===== src/rtl/add_mult_sequencer_pkg.sv =====
// Shared types and constants for the shift-and-add multiplier sequencer.
package add_mult_pkg;

   typedef enum logic [1:0] {
      IDLE = 2'd0,
      RUN  = 2'd1,
      DONE = 2'd2
   } mult_state_t;

   localparam int MULT_WIDTH = 32;
   localparam int MULT_CNT_W = 6;
   localparam int MULT_STEPS = 32;

   // True when either operand is zero, so the product is trivially zero.
   function automatic logic is_zero_operand(input logic [MULT_WIDTH-1:0] a,
                                            input logic [MULT_WIDTH-1:0] b);
      return (a == {MULT_WIDTH{1'b0}}) || (b == {MULT_WIDTH{1'b0}});
   endfunction

endpackage


===== src/rtl/add_mult_sequencer_if.sv =====
// Start/busy/done request bus between the issuing control logic (master)
// and the multiplier sequencer (slave).
interface add_mult_sequencer_if;
   import add_mult_pkg::*;

   logic                      start;
   logic [MULT_WIDTH-1:0]     multiplicand;
   logic [MULT_WIDTH-1:0]     multiplier;
   logic                      busy;
   logic                      done;
   logic [2*MULT_WIDTH-1:0]   product;

   modport master (
      output start, multiplicand, multiplier,
      input  busy, done, product
   );

   modport slave (
      input  start, multiplicand, multiplier,
      output busy, done, product
   );

endinterface


===== src/rtl/add_mult_sequencer.sv =====
// Sequential 32x32->64 unsigned multiplier control block. One partial
// product per clock is formed by an external shared 32-bit adder reached
// through the add_* ports. {hi,lo} is the running product/multiplier pair:
// each RUN step adds the multiplicand into hi when lo[0] is set, then
// shifts the 65-bit {carry, sum, lo} right by one.
// Optional feature macro: MULT_EARLY_TERM_EN (zero operand -> DONE at once).
module add_mult_sequencer
   import add_mult_pkg::*;
#(
   parameter int WIDTH = MULT_WIDTH,
   parameter int CNT_W = MULT_CNT_W
)(
   input  logic                 clk,
   input  logic                 reset,
   add_mult_sequencer_if.slave  bus,
   output logic [WIDTH-1:0]     add_a,
   output logic [WIDTH-1:0]     add_b,
   input  logic [WIDTH-1:0]     add_sum,
   input  logic                 add_cout
);

   localparam logic [CNT_W-1:0] LAST_STEP = CNT_W'(WIDTH - 1);

   mult_state_t          state_q,   state_d;
   logic [WIDTH-1:0]     hi_q,      hi_d;
   logic [WIDTH-1:0]     lo_q,      lo_d;
   logic [WIDTH-1:0]     mcand_q,   mcand_d;
   logic [CNT_W-1:0]     cnt_q,     cnt_d;
   logic [2*WIDTH-1:0]   product_q, product_d;

   // Next-state and datapath update for the IDLE/RUN/DONE sequence.
   always_comb begin
      state_d   = state_q;
      hi_d      = hi_q;
      lo_d      = lo_q;
      mcand_d   = mcand_q;
      cnt_d     = cnt_q;
      product_d = product_q;
      case (state_q)
         IDLE: begin
            if (bus.start) begin
               mcand_d = bus.multiplicand;
               hi_d    = {WIDTH{1'b0}};
               lo_d    = bus.multiplier;
               cnt_d   = {CNT_W{1'b0}};
`ifdef MULT_EARLY_TERM_EN
               if (is_zero_operand(bus.multiplicand, bus.multiplier)) begin
                  // Product is trivially zero; skip the adder entirely.
                  state_d   = DONE;
                  product_d = {(2*WIDTH){1'b0}};
               end else begin
                  state_d = RUN;
               end
`else
               state_d = RUN;
`endif
            end else begin
               state_d = IDLE;
            end
         end
         RUN: begin
            // Carry out becomes the new top bit so the 64-bit result is exact.
            hi_d  = {add_cout, add_sum[WIDTH-1:1]};
            lo_d  = {add_sum[0], lo_q[WIDTH-1:1]};
            cnt_d = cnt_q + CNT_W'(1);
            if (cnt_q == LAST_STEP) begin
               state_d   = DONE;
               product_d = {hi_d, lo_d};
            end else begin
               state_d = RUN;
            end
         end
         DONE: begin
            state_d = IDLE;
         end
         default: begin
            state_d = IDLE;
         end
      endcase
   end

   // State and datapath registers; reset aborts any operation in flight.
   always_ff @(posedge clk or negedge reset) begin
      if (!reset) begin
         state_q   <= IDLE;
         hi_q      <= {WIDTH{1'b0}};
         lo_q      <= {WIDTH{1'b0}};
         mcand_q   <= {WIDTH{1'b0}};
         cnt_q     <= {CNT_W{1'b0}};
         product_q <= {(2*WIDTH){1'b0}};
      end else begin
         state_q   <= state_d;
         hi_q      <= hi_d;
         lo_q      <= lo_d;
         mcand_q   <= mcand_d;
         cnt_q     <= cnt_d;
         product_q <= product_d;
      end
   end

   // Adder operands: only driven while stepping, zero otherwise.
   always_comb begin
      if (state_q == RUN) begin
         add_a = hi_q;
         if (lo_q[0]) begin
            add_b = mcand_q;
         end else begin
            add_b = {WIDTH{1'b0}};
         end
      end else begin
         add_a = {WIDTH{1'b0}};
         add_b = {WIDTH{1'b0}};
      end
   end

   // Status outputs decoded directly from registered state.
   always_comb begin
      bus.busy    = (state_q != IDLE);
      bus.done    = (state_q == DONE);
      bus.product = product_q;
   end

endmodule


===== src/flat_wrapper.sv =====
// flat-port wrapper written by rule: the top's interface ports become plain ports
module add_mult_sequencer_flat import add_mult_pkg::*;
#(
   parameter int WIDTH = MULT_WIDTH,
   parameter int CNT_W = MULT_CNT_W
)
  (clk, reset, add_a, add_b, add_sum, add_cout, bus_start, bus_multiplicand, bus_multiplier, bus_busy, bus_done, bus_product);
  add_mult_sequencer_if bus_i ();
  input  logic clk;
  input  logic reset;
  output logic [WIDTH-1:0] add_a;
  output logic [WIDTH-1:0] add_b;
  input  logic [WIDTH-1:0] add_sum;
  input  logic add_cout;
  input wire logic [$bits(bus_i.start)-1:0] bus_start;
  input wire logic [$bits(bus_i.multiplicand)-1:0] bus_multiplicand;
  input wire logic [$bits(bus_i.multiplier)-1:0] bus_multiplier;
  output wire logic [$bits(bus_i.busy)-1:0] bus_busy;
  output wire logic [$bits(bus_i.done)-1:0] bus_done;
  output wire logic [$bits(bus_i.product)-1:0] bus_product;
  assign bus_i.start = bus_start;
  assign bus_i.multiplicand = bus_multiplicand;
  assign bus_i.multiplier = bus_multiplier;
  assign bus_busy = bus_i.busy;
  assign bus_done = bus_i.done;
  assign bus_product = bus_i.product;
  add_mult_sequencer #(.WIDTH(WIDTH), .CNT_W(CNT_W)) u_core (.clk(clk), .reset(reset), .bus(bus_i), .add_a(add_a), .add_b(add_b), .add_sum(add_sum), .add_cout(add_cout));
endmodule

===== config.mk =====
export PLATFORM = sky130hd
export DESIGN_NAME = add_mult_sequencer_flat
export DESIGN_NICKNAME = d
export VERILOG_FILES = /design/src/rtl/add_mult_sequencer_pkg.sv /design/src/rtl/add_mult_sequencer_if.sv /design/src/rtl/add_mult_sequencer.sv /design/src/flat_wrapper.sv
export SDC_FILE = /design/constraint.sdc
export NUM_CORES = 1
export LEC_CHECK = 0
export ABC_AREA = 1
export CAP_MARGIN = 10
export CORE_UTILIZATION = 47
export DETAILED_ROUTE_END_ITERATION = 10
export GPL_TIMING_DRIVEN = 0
export HOLD_SLACK_MARGIN = 0.06
export PLACE_DENSITY_LB_ADDON = 0.05
export SLEW_MARGIN = 25
export SYNTH_ARGS = -nofsm -noshare
export SYNTH_HDL_FRONTEND = slang
export SYNTH_SLANG_ARGS = --single-unit

===== constraint.sdc =====
create_clock -name clk -period 1.74 [get_ports clk]
set_input_delay 0.174 -clock clk [delete_from_list [all_inputs] [get_ports clk]]
set_output_delay 0.174 -clock clk [all_outputs]
set_load 0.01 [all_outputs]

==> flow_summary.json, run 1 <==
{
  "outcome": "finished clean",
  "h-tree-depth": 4,
  "grt_remaining_overflow": 0,
  "powerDensity_mw_per_mm2": 1718,
  "grt_setup_unrepaired": "yes",
  "hold_viol": 0,
  "yosys_warnings": 0,
  "grt_use_met2_pct": 44.63,
  "wl_per_cell_um": 14.83,
  "required_ns": 1.57,
  "dieArea_mm2": 0.01618,
  "vias": 6997,
  "max_slew.worst_pin.slew_ns": 0.6177,
  "synth_area_mm2": 0.007370,
  "slew_viol_final": 0,
  "clockBufferDepth": 2,
  "drive_above_1_share_pct": 17.00,
  "fin_crit_ns": 1.734,
  "num_rows": 45,
  "switching_share_pct": 37.39,
  "clk_pin_slew_ns": 0.06,
  "placed_cells": 1378,
  "insertedDiodeCount": 0,
  "end_kind": "output port",
  "grt_use_total_pct": 27.17,
  "ys_seq_elements": 168,
  "crit_type": "reg -> out",
  "place_congestion": 0.8280,
  "setup_viol": 0,
  "dr.pass1.iters": 6,
  "seqPwrFrac_pct": 35.2,
  "clkPwrFrac_pct": 21.7,
  "fin_util_pct": 70.73,
  "initial_core_util_pct": 48.30,
  "layout_commonest_cell": "nand2_1",
  "dp_hpwl_um": 14410,
  "setup.worst_path.start_class": "register",
  "ios": 230,
  "slew_headroom_pct": 58.82,
  "cts_tree": "done",
  "portBuffers": 228,
  "power_switching_mw": 6.930,
  "grt_busiest_layer": "met2",
  "antenna_found_initial": 0,
  "vias_per_cell": 4.938,
  "internal-power_mw": 11.61,
  "clock-root-buffer": "clkbuf_16",
  "core-area_mm2": 0.01526,
  "irDropWorstVdd_mv": 0.8394,
  "grt_first_pass_wirelength_um": 34060,
  "initialDrtViolationCount": 531,
  "cellLeakagePower_nw": 5.441,
  "drv_cap": 0,
  "finalNetCount": 1295,
  "dieHeight_um": 127.2,
  "grt_pass1_vias": 6729,
  "dieWidth_um": 127.2,
  "cts_buffers": 17,
  "mostFrequentLayoutCells": "408 x nand2_1, 165 x dfrtp_1, 161 x clkdlybuf4s50_1",
  "synthToLayoutAreaGrowth_pct": 46.43,
  "clk_latency_ns": 0.43,
  "fin_setup_tns_ns": 0,
  "worstPathArrival_ns": 1.56,
  "grt_max_degree": 93,
  "syn_inst": 938,
  "fmax_ghz": 0.5767,
  "yosys.cell_types.count": 16,
  "cp_max_fo": 10,
  "cts.sinks": 168,
  "r2r_setup_slack_ns": 0.07,
  "synth_fp_nets": 1039,
  "drt-total-wl_um": 21020,
  "skew_ns": 0.006885,
  "drc": 0,
  "grt_use_met3_pct": 8.040,
  "combPwrFrac_pct": 43.2,
  "period_share_pct": 99.66,
  "ant_nets": 0,
  "gr-usage-met1_pct": 34.86,
  "yosysSeqAreaShare_pct": 57.05,
  "hp-class": "in -> reg",
  "syn_avg_cell_area_um2": 7.857,
  "fin_cells": 1417
}
[cells in the mapped netlist (all sizes together)]
cell    count  share of area, %
buf        32               2.3
nand2     409                21
o211ai      1              0.10
o21ai      67               4.6
inv        58               3.0
nand4       1             0.085
nand3     100               6.8
nor2       70               3.6
dfrtp     168                57
clkbuf     31               1.6
ha          1              0.17
[timing repair]
item | 4_1_cts | 5_1_grt
hold buffers | 1 | 0
endpoints found under the hold margin | 76 | 0
endpoints found under the setup margin | 69 | 153
pin swaps | 1 | 2
gates resized for setup | 302 | 106
setup buffers | 6 | 3
[routing by layer]
| metal | part of all wire, % | routed length (µm) | up-vias |
|---|---|---|---|
| li1 | - | - | 3407 |
| met3 | 7.7 | 1619 | 26 |
| met4 | 1.4 | 296 | 0 |
| met5 | 0 | 0 | - |
| met1 | 42 | 8881 | 3322 |
| met2 | 49 | 10220 | 242 |
[critical path: stages (launching register included)]
cell and delay, ns:
dfrtp_1 0.40, inv_2 0.10, nand2_4 0.08, buf_12 0.16
buf_6 0.15, nor2_1 0.10, buf_2 0.14
[power by group through the flow]
stage / logic (mW) / registers (mW) / clock network, mW
after floorplan: 3.59 / 6.64 / 0
after global placement: 7.47 / 6.47 / 0
after detailed placement: 7.62 / 6.51 / 0
after CTS: 7.44 / 6.50 / 4.06
after global routing: 8.90 / 6.71 / 4.25
final: 8.00 / 6.52 / 4.02
[state kept, by name (all words and copies together) (netlist names)]
name	flops
u_core.state_q	2
u_core.mcand_q	32
u_core.bus.product	64
u_core.hi_q	32
u_core.cnt_q	6
u_core.lo_q	32
[per-stage QoR]
step	total power [mW]	hold WS [ns]	setup WS, ns	instance area (µm²)
finish	18.54	0.1047	0.005950	10790
global placement	13.94	0.4525	-6.454	9916
floorplan	10.23	-0.1216	0.3483	7370
CTS	17.99	0.09284	0.003614	10460
detailed placement	14.13	0.1812	-0.3964	9948
global route	19.86	0.1109	-0.04258	10790
[cells by family (layout without fill, tap and decap cells)]
group | Yosys count | count (layout) | synth area share (%)
and+or+nand+nor | 580 | 580 | 31.31
adders and majority gates | 1 | 1 | 0.1698
AOI/OAI and AO/OA | 68 | 68 | 4.652
buffers and inverters | 121 | 389 | 6.825
DFF | 168 | 168 | 57.05
[cell type report]
class	count	area [µm²]
tap	211	264.0
timing repair buffer	239	2162
buffer	61	429.2
multi-input combinational	649	2883
inverter	58	217.7
clock inverter	11	171.4
fill	1247	4467
sequential	168	4208
clock buffer	20	456.7
[final timing paths]
check,from,end,depth (start not counted)
worst min register to register,u_core.bus.product[11],u_core.bus.product[11],2
max in group asynchronous,reset,u_core.lo_q[0],3
min in group asynchronous,reset,u_core.bus.product[51],2
worst max register to register,u_core.state_q[0],u_core.mcand_q[23],7
worst min-delay path,bus_start,u_core.mcand_q[0],3
worst max-delay path,u_core.state_q[1],add_a[7],6
(Power assumes the default switching activity.)
==> run 2: changes to the inputs <==
Settings changed: GPL_TIMING_DRIVEN 0 to default.
==> run 2 against run 1 <==
Sequential power decreased by 0.6%. Register-to-register slack improved by 0.12 ns. Core utilization fell by 2.5 points. Maximum frequency increased by 1.1%. Largest cell class unchanged.
==> flow_summary.json, run 2 (synthesis gave the netlist of run 1 again) <==
{
  "fin_total_pwr_mw": 17.21,
  "initial_core_util_pct": 48.30,
  "dieWidth_um": 127.2,
  "drt-total-wl_um": 19050,
  "cts.sinks": 168,
  "hp-class": "in -> async",
  "mostFrequentLayoutCells": "407 x nand2_1, 168 x dfrtp_1, 162 x clkdlybuf4s50_1",
  "placed_cells": 1346,
  "dp_hpwl_um": 12870,
  "clk_latency_ns": 0.42,
  "fin_crit_ns": 1.714,
  "slew_headroom_pct": 66.22,
  "grt_use_total_pct": 25.12,
  "clockBufferDepth": 2,
  "core-area_mm2": 0.01526,
  "fin_util_pct": 68.18,
  "num_rows": 45,
  "vias": 6704,
  "design_area_mm2": 0.01040,
  "clk_pin_slew_ns": 0.06,
  "antenna_found_initial": 0,
  "initialDrtViolationCount": 352,
  "wl_per_cell_um": 13.76,
  "fin_cells": 1384,
  "drc": 0,
  "ios": 230,
  "grt_max_degree": 77,
  "startpoint": "u_core.state_q[1]",
  "dieHeight_um": 127.2,
  "required_ns": 1.57,
  "skew_ns": 0.005868,
  "outcome": "finished clean",
  "crit_type": "reg -> out",
  "cellLeakagePower_nw": 5.341,
  "insertedDiodeCount": 0,
  "dr.pass1.iters": 5,
  "reg2reg_to": "u_core.bus.product[5]",
  "place_congestion": 0.7731,
  "hold_viol": 0,
  "synthToLayoutAreaGrowth_pct": 41.17,
  "dieArea_mm2": 0.01618,
  "slew_viol_final": 0,
  "cp_max_fo": 5,
  "fmax_ghz": 0.5833,
  "grt_first_pass_wirelength_um": 32150,
  "h-tree-depth": 4,
  "end_kind": "output port",
  "cts_buffers": 17,
  "max_slew.worst_pin.slew_ns": 0.5067,
  "r2r_start": "u_core.cnt_q[0]",
  "grt_pass1_vias": 6533,
  "cts_tree": "done",
  "setup_viol": 0,
  "layout_commonest_cell": "nand2_1",
  "irDropWorstVdd_mv": 0.8702,
  "ant_nets": 0,
  "worstPathArrival_ns": 1.54,
  "setup.worst_path.start_class": "register",
  "finalNetCount": 1262,
  "vias_per_cell": 4.844,
  "drive_above_1_share_pct": 11.59,
  "r2r_setup_slack_ns": 0.19,
  "grt_setup_unrepaired": "yes",
  "largest_reg_flops": 64,
  "grt_remaining_overflow": 0,
  "powerDensity_mw_per_mm2": 1654,
  "drv_cap": 0,
  "crit_path_end": "add_a[9]",
  "period_share_pct": 98.53,
  "portBuffers": 229,
  "clock-root-buffer": "clkbuf_16",
  "place_area_mm2": 0.01007,
  "reg2reg_depth": 6
}
==> run 2: timing repair <==
item                                   in CTS  in global routing
setup buffers                               3                  2
pin swaps                                   1                  0
resized for setup                         144                 68
endpoints found under the hold margin      43                  0
hold buffers                                1                  0
cloned                                      1                  0
setup endpoints to repair                  66                 74
==> run 2: worst max-delay path, cell delays in order, from the launching register on <==
cell and delay, ns:
dfrtp_1 0.39, inv_2 0.13, nand2_2 0.12, buf_4 0.15, nor2_1 0.09, clkdlybuf4s15_2 0.25
==> run 2: area by class of cell <==
cell class              instances  area, µm²
fillers                      1332       4855
clock buffers                  24      481.7
clock inverters                 7      70.07
flip-flops and latches        168       4204
inverters                      58      217.7
repair buffers                266       2452
well taps                     211      264.0
multi-input cells             650       2714
==> run 2: routing by layer <==
layer	track usage, %	vias up	part of all wire (%)
met2	41.76	196	49
met1	32.69	3139	44
met5	0	-	0
met4	5.392	0	0.99
li1	-	3349	-
met3	7.412	20	6.4
==> run 2: through the flow <==
stage | hold WS, ns | setup TNS [ns] | setup slack [ns]
after floorplan | -0.1216 | 0 | 0.3483
after global placement | 0.1629 | 0 | 0.1017
after detailed placement | 0.1604 | 0 | 0.08536
after CTS | 0.2858 | -0.003510 | -0.003510
after global routing | 0.3042 | -0.04159 | -0.03938
final | 0.2684 | 0 | 0.02555
==> run 2: worst min path at each step <==
stage / end / slack, ns / depth (start not counted)
floorplan: u_core.bus.product[0] / -0.12 / 0
finish: u_core.hi_q[20] / 0.27 / 2
global placement: u_core.bus.product[52] / 0.16 / 1
detailed placement: u_core.bus.product[52] / 0.16 / 1
CTS: u_core.bus.product[52] / 0.29 / 2
global route: u_core.mcand_q[8] / 0.30 / 3
==> run 2: power breakdown <==
group	total (mW)	internal (mW)	switching (mW)	leakage [nW]
Combinational	7.19	3.22	3.97	3.05
Clock	3.54	2.07	1.47	0.258
Sequential	6.48	5.56	0.919	2.04
==> run 3: changes to the inputs <==
Settings changed: ABC_AREA 1 to default, CORE_UTILIZATION 47 to 45.
==> run 3 against run 2 <==
The flow now finishes with violations (setup timing). First-iteration DRC count is 7.7% lower. Sequential share of layout area decreased by 3.4 points. Critical path depth is 1 higher. Global-route usage down 0.40 points. Worst hold slack got worse by 0.026 ns. Wire length is 20% higher. Power is 12% lower. Clock skew rose by 0.0039 ns. Critical path type unchanged. Largest power group is now sequential cells.
==> flow_summary.json, run 3 <==
{
  "fin_util_pct": 74.53,
  "initial_core_util_pct": 46.17,
  "hold_viol": 0,
  "grt_setup_unrepaired": "yes",
  "core-area_mm2": 0.01526,
  "vias_per_cell": 5.277,
  "slew_headroom_pct": 71.18,
  "dieHeight_um": 127.1,
  "synthTopCellsByCount": "168 x dfrtp_1, 167 x nand2_1, 49 x mux2_1",
  "mostFrequentLayoutCells": "168 x dfrtp_1, 167 x nand2_1, 162 x clkdlybuf4s50_1",
  "vias": 6058,
  "grt_use_total_pct": 24.73,
  "insertedDiodeCount": 0,
  "synth_fp_nets": 768,
  "fmax_ghz": 0.5395,
  "setup.worst_path.start_class": "register",
  "routed-wl-met2_um": 11400,
  "synth_most_common_cell": "dfrtp_1",
  "grt_remaining_overflow": 0,
  "powerDensity_mw_per_mm2": 1332,
  "grt_pass1_vias": 5957,
  "drt-met1-wl_um": 9589,
  "portBuffers": 229,
  "grt_max_degree": 72,
  "ys_seq_elements": 168,
  "crit_type": "reg -> out",
  "ios": 230,
  "drv_cap": 0,
  "top_layer_used": "met4",
  "clk_latency_ns": 0.43,
  "skew_ns": 0.009812,
  "end_kind": "output port",
  "drive_above_1_share_pct": 30.31,
  "outcome": "finished with violations",
  "netlist.area_leader.share_pct": 59.68,
  "fin_total_pwr_mw": 15.14,
  "synth_area_leaders": "dfrtp_1 60%, nand2_1 8.9%, mux2_1 7.8%, and3_1 2.9%, and2_1 2.8%",
  "ys_async_sr_fraction_pct": 100.0,
  "grt_first_pass_wirelength_um": 30850,
  "cp_max_fo": 6,
  "drc": 0,
  "synth_edf_count": 0,
  "cellLeakagePower_nw": 5.326,
  "drt-total-wl_um": 22880,
  "place_congestion": 0.7788,
  "synth_area_leader_cell": "dfrtp_1",
  "dieArea_mm2": 0.01616,
  "syn_inst": 667,
  "dr.pass1.iters": 4,
  "layout_commonest_cell": "dfrtp_1",
  "wl_per_cell_um": 19.93,
  "dr_wl_met3_um": 1561,
  "dp_hpwl_um": 12080,
  "hp-class": "in -> async",
  "reg2reg_to": "u_core.lo_q[18]",
  "r2r_start": "u_core.state_q[1]",
  "num_rows": 45,
  "yosysSeqAreaShare_pct": 59.68,
  "antenna_found_initial": 0,
  "irDropWorstVdd_mv": 0.8069,
  "r2r_setup_slack_ns": -0.04,
  "worst_slack_ns": -0.1136,
  "h-tree-depth": 4,
  "syn_avg_cell_area_um2": 10.56,
  "cts_tree": "done",
  "dieWidth_um": 127.1,
  "ant_nets": 0,
  "largest_reg_flops": 64,
  "initialDrtViolationCount": 325,
  "setup_viol": 89,
  "ys.flop_type": "dfrtp_1",
  "yosys_warnings": 0,
  "slew_viol_final": 0,
  "fin_crit_ns": 1.854,
  "synth_area_mm2": 0.007044,
  "yosys.cell_types.count": 28,
  "clockBufferDepth": 2,
  "clock-root-buffer": "clkbuf_16",
  "clk_pin_slew_ns": 0.06,
  "max_slew.worst_pin.slew_ns": 0.4324,
  "worstPathArrival_ns": 1.68,
  "required_ns": 1.57,
  "period_share_pct": 106.5,
  "violations": "setup timing",
  "cts_buffers": 17,
  "synthToLayoutAreaGrowth_pct": 61.44,
  "cts.sinks": 168,
  "reg2reg_depth": 6,
  "finalNetCount": 1027
}
-- run 3: cell count changes after synthesis, sizes merged, moves of 38 or more --
cell,change
nand2,-242
mux2,+64
nand3,-64
o21ai,-64
inv,-58
nor2,-38
-- run 3: report_power, final --
group	internal [mW]	switching, mW
Combinational	3.01	2.42
Clock	2.54	1.50
Sequential	4.89	0.780
Total	10.4	4.71
-- run 3: through the flow --
step	setup slack, ns	hold slack, ns	TNS, ns	std cells	cell area [µm²]
6_report	-0.1136	0.2426	-2.469	1148	11370
5_1_grt	-0.1746	0.2617	-11.90	1148	11370
4_1_cts	-0.1545	0.2447	-3.550	1121	10280
3_5_place_dp	-0.03712	0.1233	-0.09772	1078	9661
3_3_place_gp	-0.02599	0.1168	-0.02599	1078	9661
2_1_floorplan	0.1337	-0.1216	0	667	7044
-- run 3: critical path, stage by stage (launching register included) --
cell	delay [ns]
dfrtp_1	0.41
nor2b_4	0.17
buf_6	0.15
buf_12	0.10
clkbuf_16	0.14
and3_4	0.18
buf_6	0.09
-- run 3: what timing repair did --
action | in CTS | in global routing
hold endpoints to repair | 103 | 0
hold buffers | 1 | 0
gates resized for setup | 252 | 186
setup endpoints to repair | 74 | 138
setup buffers | 8 | 14
cloned | 4 | 15
pin swaps | 1 | 35
-- run 3: how the worst max path moves through the flow --
stage | startpoint | endpoint | slack (ns) | cells past startpoint
global route | u_core.state_q[1] | add_b[21] | -0.17 | 6
CTS | u_core.state_q[1] | add_b[22] | -0.15 | 5
global placement | u_core.state_q[1] | add_a[1] | -0.03 | 4
detailed placement | u_core.state_q[1] | add_a[1] | -0.04 | 4
finish | u_core.state_q[1] | add_b[21] | -0.11 | 6
floorplan | u_core.state_q[1] | u_core.bus.product[0] | 0.13 | 6
-- run 3: layout make-up --
class | count | area (µm²)
clock buffer | 23 | 488.0
timing repair buffer | 292 | 3178
multi-input combinational | 447 | 3097
clock inverter | 7 | 141.4
sequential | 168 | 4204
tap | 211 | 264.0
fill | 1067 | 3886
-- run 3: cells by family after synthesis --
logic type | share of synthesized area [%]
AND/OR/NAND/NOR | 22.11
flip-flops | 59.68
multiplexers | 10.52
buffers and inverters | 4.085
AO/OA/AOI/OAI | 3.304
XOR/XNOR | 0.1244
adder cells (fa/ha/maj) | 0.1776
-- run 3: routing by layer --
metal,GRT usage [%],vias to the layer above
met5,0,-
met4,7.283,0
met3,7.119,25
met2,40.76,232
met1,31.83,3051
li1,-,2750
